**config.mk**
```make
export PLATFORM = sky130hd
export DESIGN_NAME = i_cache_fill_fsm
export DESIGN_NICKNAME = d
export VERILOG_FILES = /design/src/rtl/i_cache_fill_fsm.sv
export SDC_FILE = /design/constraint.sdc
export NUM_CORES = 1
export LEC_CHECK = 0
export ABC_AREA = 0
export ABC_CLOCK_PERIOD_IN_PS = 1200
export CORE_ASPECT_RATIO = 0.7
export CORE_MARGIN = 3
export CORE_UTILIZATION = 32
export DETAILED_ROUTE_END_ITERATION = 10
export GPL_TIMING_DRIVEN = 0
export PLACE_DENSITY = 0.83
export SLEW_MARGIN = 10
export SYNTH_ARGS = -nofsm -noshare
export SYNTH_HDL_FRONTEND = slang
export SYNTH_SLANG_ARGS = --single-unit
```
**constraint.sdc**
```tcl
create_clock -name clk -period 1.2 [get_ports clk]
set_input_delay 0.24 -clock clk [delete_from_list [all_inputs] [get_ports clk]]
set_output_delay 0.24 -clock clk [all_outputs]
set_load 0.02 [all_outputs]
```
**src/rtl/i_cache_fill_fsm.sv**
```systemverilog
// Instruction-cache miss handler: issues eight back-to-back word reads for the
// missing block, writes each returned word into the data array, then validates the tag.
module i_cache_fill_fsm #(
  parameter int BLOCK_WORDS = 8
) (
  input  logic        clk,
  input  logic        rst_n,
  input  logic        miss_detected,
  input  logic [15:0] miss_address,
  input  logic        memory_data_valid,
  input  logic [15:0] memory_data,
  output logic        fsm_busy,
  output logic        memory_read,
  output logic [15:0] memory_address,
  output logic [15:0] fill_block_addr,
  output logic        write_data_array,
  output logic [2:0]  data_word_offset,
  output logic [15:0] data_out,
  output logic        write_tag_array
);

  localparam logic [3:0] WORDS = 4'(BLOCK_WORDS);
  localparam logic [3:0] LAST  = 4'(BLOCK_WORDS - 1);

  typedef enum logic {IDLE, FILL} state_t;

  state_t      state, state_nxt;
  logic [11:0] base;
  logic [3:0]  issue_cnt, recv_cnt;
  logic        capture, issue_en, write_en, last_word;

  assign capture   = (state == IDLE) && miss_detected;
  assign issue_en  = (state == FILL) && (issue_cnt != WORDS);
  assign write_en  = (state == FILL) && memory_data_valid && (recv_cnt != WORDS);
  assign last_word = write_en && (recv_cnt == LAST);

  always_ff @(posedge clk or negedge rst_n) begin
    if (!rst_n) state <= IDLE;
    else        state <= state_nxt;
  end

  always_comb begin
    state_nxt = state;
    case (state)
      IDLE:    if (miss_detected) state_nxt = FILL;
      FILL:    if (last_word)     state_nxt = IDLE;
      default: state_nxt = IDLE;
    endcase
  end

  always_ff @(posedge clk or negedge rst_n) begin
    if (!rst_n) begin
      base      <= '0;
      issue_cnt <= '0;
      recv_cnt  <= '0;
    end else if (capture) begin
      base      <= miss_address[15:4];
      issue_cnt <= '0;
      recv_cnt  <= '0;
    end else begin
      if (issue_en) issue_cnt <= issue_cnt + 4'd1;
      if (write_en) recv_cnt  <= recv_cnt + 4'd1;
    end
  end

  // Once all requests are out the address parks on the last word rather than wrapping.
  always_comb begin
    fsm_busy         = (state == FILL);
    memory_read      = issue_en;
    memory_address   = {base, issue_cnt[2:0], 1'b0};
    if ((state == FILL) && !issue_en)
      memory_address = {base, LAST[2:0], 1'b0};
    fill_block_addr  = {base, 4'b0000};
    write_data_array = write_en;
    data_word_offset = write_en ? recv_cnt[2:0] : 3'd0;
    data_out         = memory_data;
    write_tag_array  = last_word;
  end

endmodule

```
==> results.cfg <==
[outcome]
outcome = finished with violations
violations = setup timing

[finish]
design_area_um2 = 2550
diodes = 0
nNetsFinal = 295
utilization_pct = 68.3
area_growth_pct = 93.7
post_route_cells_drive_above_1_share_pct = 58.3

[critical_path]
crit_fanout = 3
rr_startpoint = fsm_busy
crit_type = reg -> out
crit_path_cell_trace = inv_2 -> ha_4 -> and3b_2 -> nor2_4 -> buf_6
max_stage_delay_ns = 0.38
cp-start-kind = flop
cp_top_family = simple AND/OR/NAND/NOR gates
path_buf_inv = 2
cpMaxStageDelayCell = dfrtp_1
crit_required_ns = 0.96
endpoint_kind = output port
ff2ff_path_depth = 6
r2r_setup_slack_ns = -0.22
regToRegEndpoint = issue_cnt[1]
critical_path_arrival_ns = 1.39

[synthesis]
synth_cell_type_count = 27
seq_area_frac_synth_pct = 39.8
synth_area_um2 = 1320
synth_top_area_cell = dfrtp_1
synthTopCellsByArea = dfrtp_1, buf_4, nand2_1
synth_top_area_share_pct = 39.8
yosysMostFrequentCell = nand2_1
avgSynthCellArea_um2 = 8.91
synth_edf_count = 0
ys_async_sr_fraction_pct = 100
syn_inst = 148
synth_common_cells = nand2_1, buf_4, dfrtp_1
synth-seq-cells = 21
ys.flop_type = dfrtp_1
ys_warn_count = 0

[placement]
routabilityCongestion = 0.758
placed_cell_area_um2 = 2150
dpl.hpwl_um = 2630
io_buffers = 65

[timing]
skew_ns = 0.000640
tightest_slew_ns = 0.935
max_freq_mhz = 612
relSlewSlack_pct = 37.7
hold_viol = 0
fin_crit_ns = 1.63
fin_crit_sh_pct = 136
rsz0062_at_grt = true
final-max-slew-violation-count = 0
finalSetupViolations = 30
setup_ws_ns = -0.433

[clock_network]
clock_latency_ns = 0.26
cts_max_level = 1
cts_inserted_buffers = 3
cts_tree = done
postCtsHoldBufs = 0
clk_pin_slew_worst_paths_ns = 0.08
clk_path_buf_depth = 2
cts.sinks = 21
cts_root_buf = clkbuf_8

[global_route]
grt_overflow = 0
antenna_found_initial = 0
grt_pass1_vias = 1360
grtUsageTotal_pct = 17.2
grt_pass1_wl_um = 6440
grt_start_max_net_pins = 22

[route]
drt_wl_total_um = 4370
drt_iter0_drc = 58
drcViolationCount = 0
detail-route-antenna-nets = 0
wl_per_cell_um = 14.4
vias = 1333
vias_per_cell = 4.38
first_pass_iters = 4

[min_path]
hold_class = in -> async

[die]
initial_core_util_pct = 35.3
die_area_um2 = 4940
die_h_um = 59.7
fp-row-count = 18
io_pins = 91
die_x_um = 82.7
coreArea_um2 = 3740

[power_and_ir_drop]
clkPwrFrac_pct = 7.4
p_switching_uw = 2650
seq_power_share_pct = 22.0
swShare_pct = 42.0
peakVddDrop_uv = 1290
cellInternalPower_uw = 3650
leakage_uw = 0.00130
combPwrFrac_pct = 70.5
power_density_nw_per_um2 = 2460

[job]
maxCapViolCount = 0
==> cell usage in the layout, fill, tap and decap left out, types with 2 or more instances in the layout <==
cell	count
dfrtp_2	2
nand2_2	10
nor2_1	2
a21oi_1	2
dlygate4sd2_1	2
nand3_1	4
buf_6	46
clkbuf_2	10
buf_4	44
ha_4	2
clkbuf_8	3
clkdlybuf4s15_2	2
mux2i_1	4
and3b_2	2
clkdlybuf4s50_1	29
nor3_4	2
o21ai_4	3
o21ai_1	4
nand2_4	3
conb_1	5
dfrtp_1	19
inv_2	5
nand2_1	30
==> layout make-up <==
cell class                 count  area (um^2)
buffer                        28          236
clock buffer                   3         41.3
clock inverter                 1         5.00
fill                         263         1180
inverter                       6         25.0
multi-input combinational     88          644
sequential                    21          528
tap                           50         62.6
timing repair buffer         107         1010
==> cell families (layout without fill, tap and decap cells) <==
group	Yosys count	after routing	synth area share [%]
DFF	21	21	39.8
xor gates and xnor gates	1	1	0.664
buffers and inverters	43	145	23.6
and+or+nand+nor	63	63	23.0
AOI/OAI and AO/OA	10	10	4.65
muxes	5	5	4.17
adders and majority gates	4	4	3.80
other	1	5	0.284
==> state kept, by name, summed over array words and instances, names as in the netlist <==
name       cells
issue_cnt      4
base          12
recv_cnt       4
fsm_busy       1
==> worst max-delay path by stage <==
stage	from	end	cells past startpoint
4_1_cts	recv_cnt[0]	data_word_offset[0]	5
3_3_place_gp	memory_data_valid	data_word_offset[0]	4
3_5_place_dp	memory_data_valid	data_word_offset[0]	4
2_1_floorplan	recv_cnt[0]	data_word_offset[0]	4
6_report	recv_cnt[1]	write_data_array	5
5_1_grt	recv_cnt[1]	data_word_offset[0]	5
==> worst register-to-register path: cells and delay by family (launching register included) <==
kind / cells / cell delay (ns)
DFF: 1 / 0.42
buffers and inverters: 3 / 0.36
and+or+nand+nor: 2 / 0.27
muxes: 1 / 0.25
==> layer usage <==
layer	up-vias	share of wire, %	track usage (%)
li1	646	-	-
met1	633	39	19.8
met2	52	54	31.8
met4	0	0.57	3.26
met3	2	6.8	5.12
met5	-	0	0
==> power by group through the flow <==
| stage | clock [uW] | combinational (uW) | sequential, uW |
|---|---|---|---|
| 2_1_floorplan | 0 | 1840 | 1600 |
| 3_3_place_gp | 0 | 3290 | 1390 |
| 3_5_place_dp | 0 | 3360 | 1420 |
| 4_1_cts | 467 | 4340 | 1350 |
| 5_1_grt | 503 | 4750 | 1420 |
| 6_report | 467 | 4440 | 1390 |
==> per-stage QoR <==
stage          setup WS [ns]  hold WS, ns  total power (uW)  TNS, ns  std cells
2_1_floorplan         -0.205      -0.0556              3430   -0.908        152
6_report              -0.433        0.231              6300    -5.87        304
3_3_place_gp          -0.832        0.483              4680   -15.07        267
5_1_grt               -0.486        0.311              6670    -7.17        304
3_5_place_dp          -0.844        0.489              4770   -16.50        267
4_1_cts               -0.418        0.257              6160    -3.82        301
==> repair_timing <==
item | CTS | global route
resized for setup | 189 | 34
setup buffers | 34 | 9
cloned | 2 | 0
pin swaps | 14 | 8
endpoints found under the hold margin | 0 | 0
setup endpoints to repair | 49 | 49
Power figures use the tool's default switching activity.
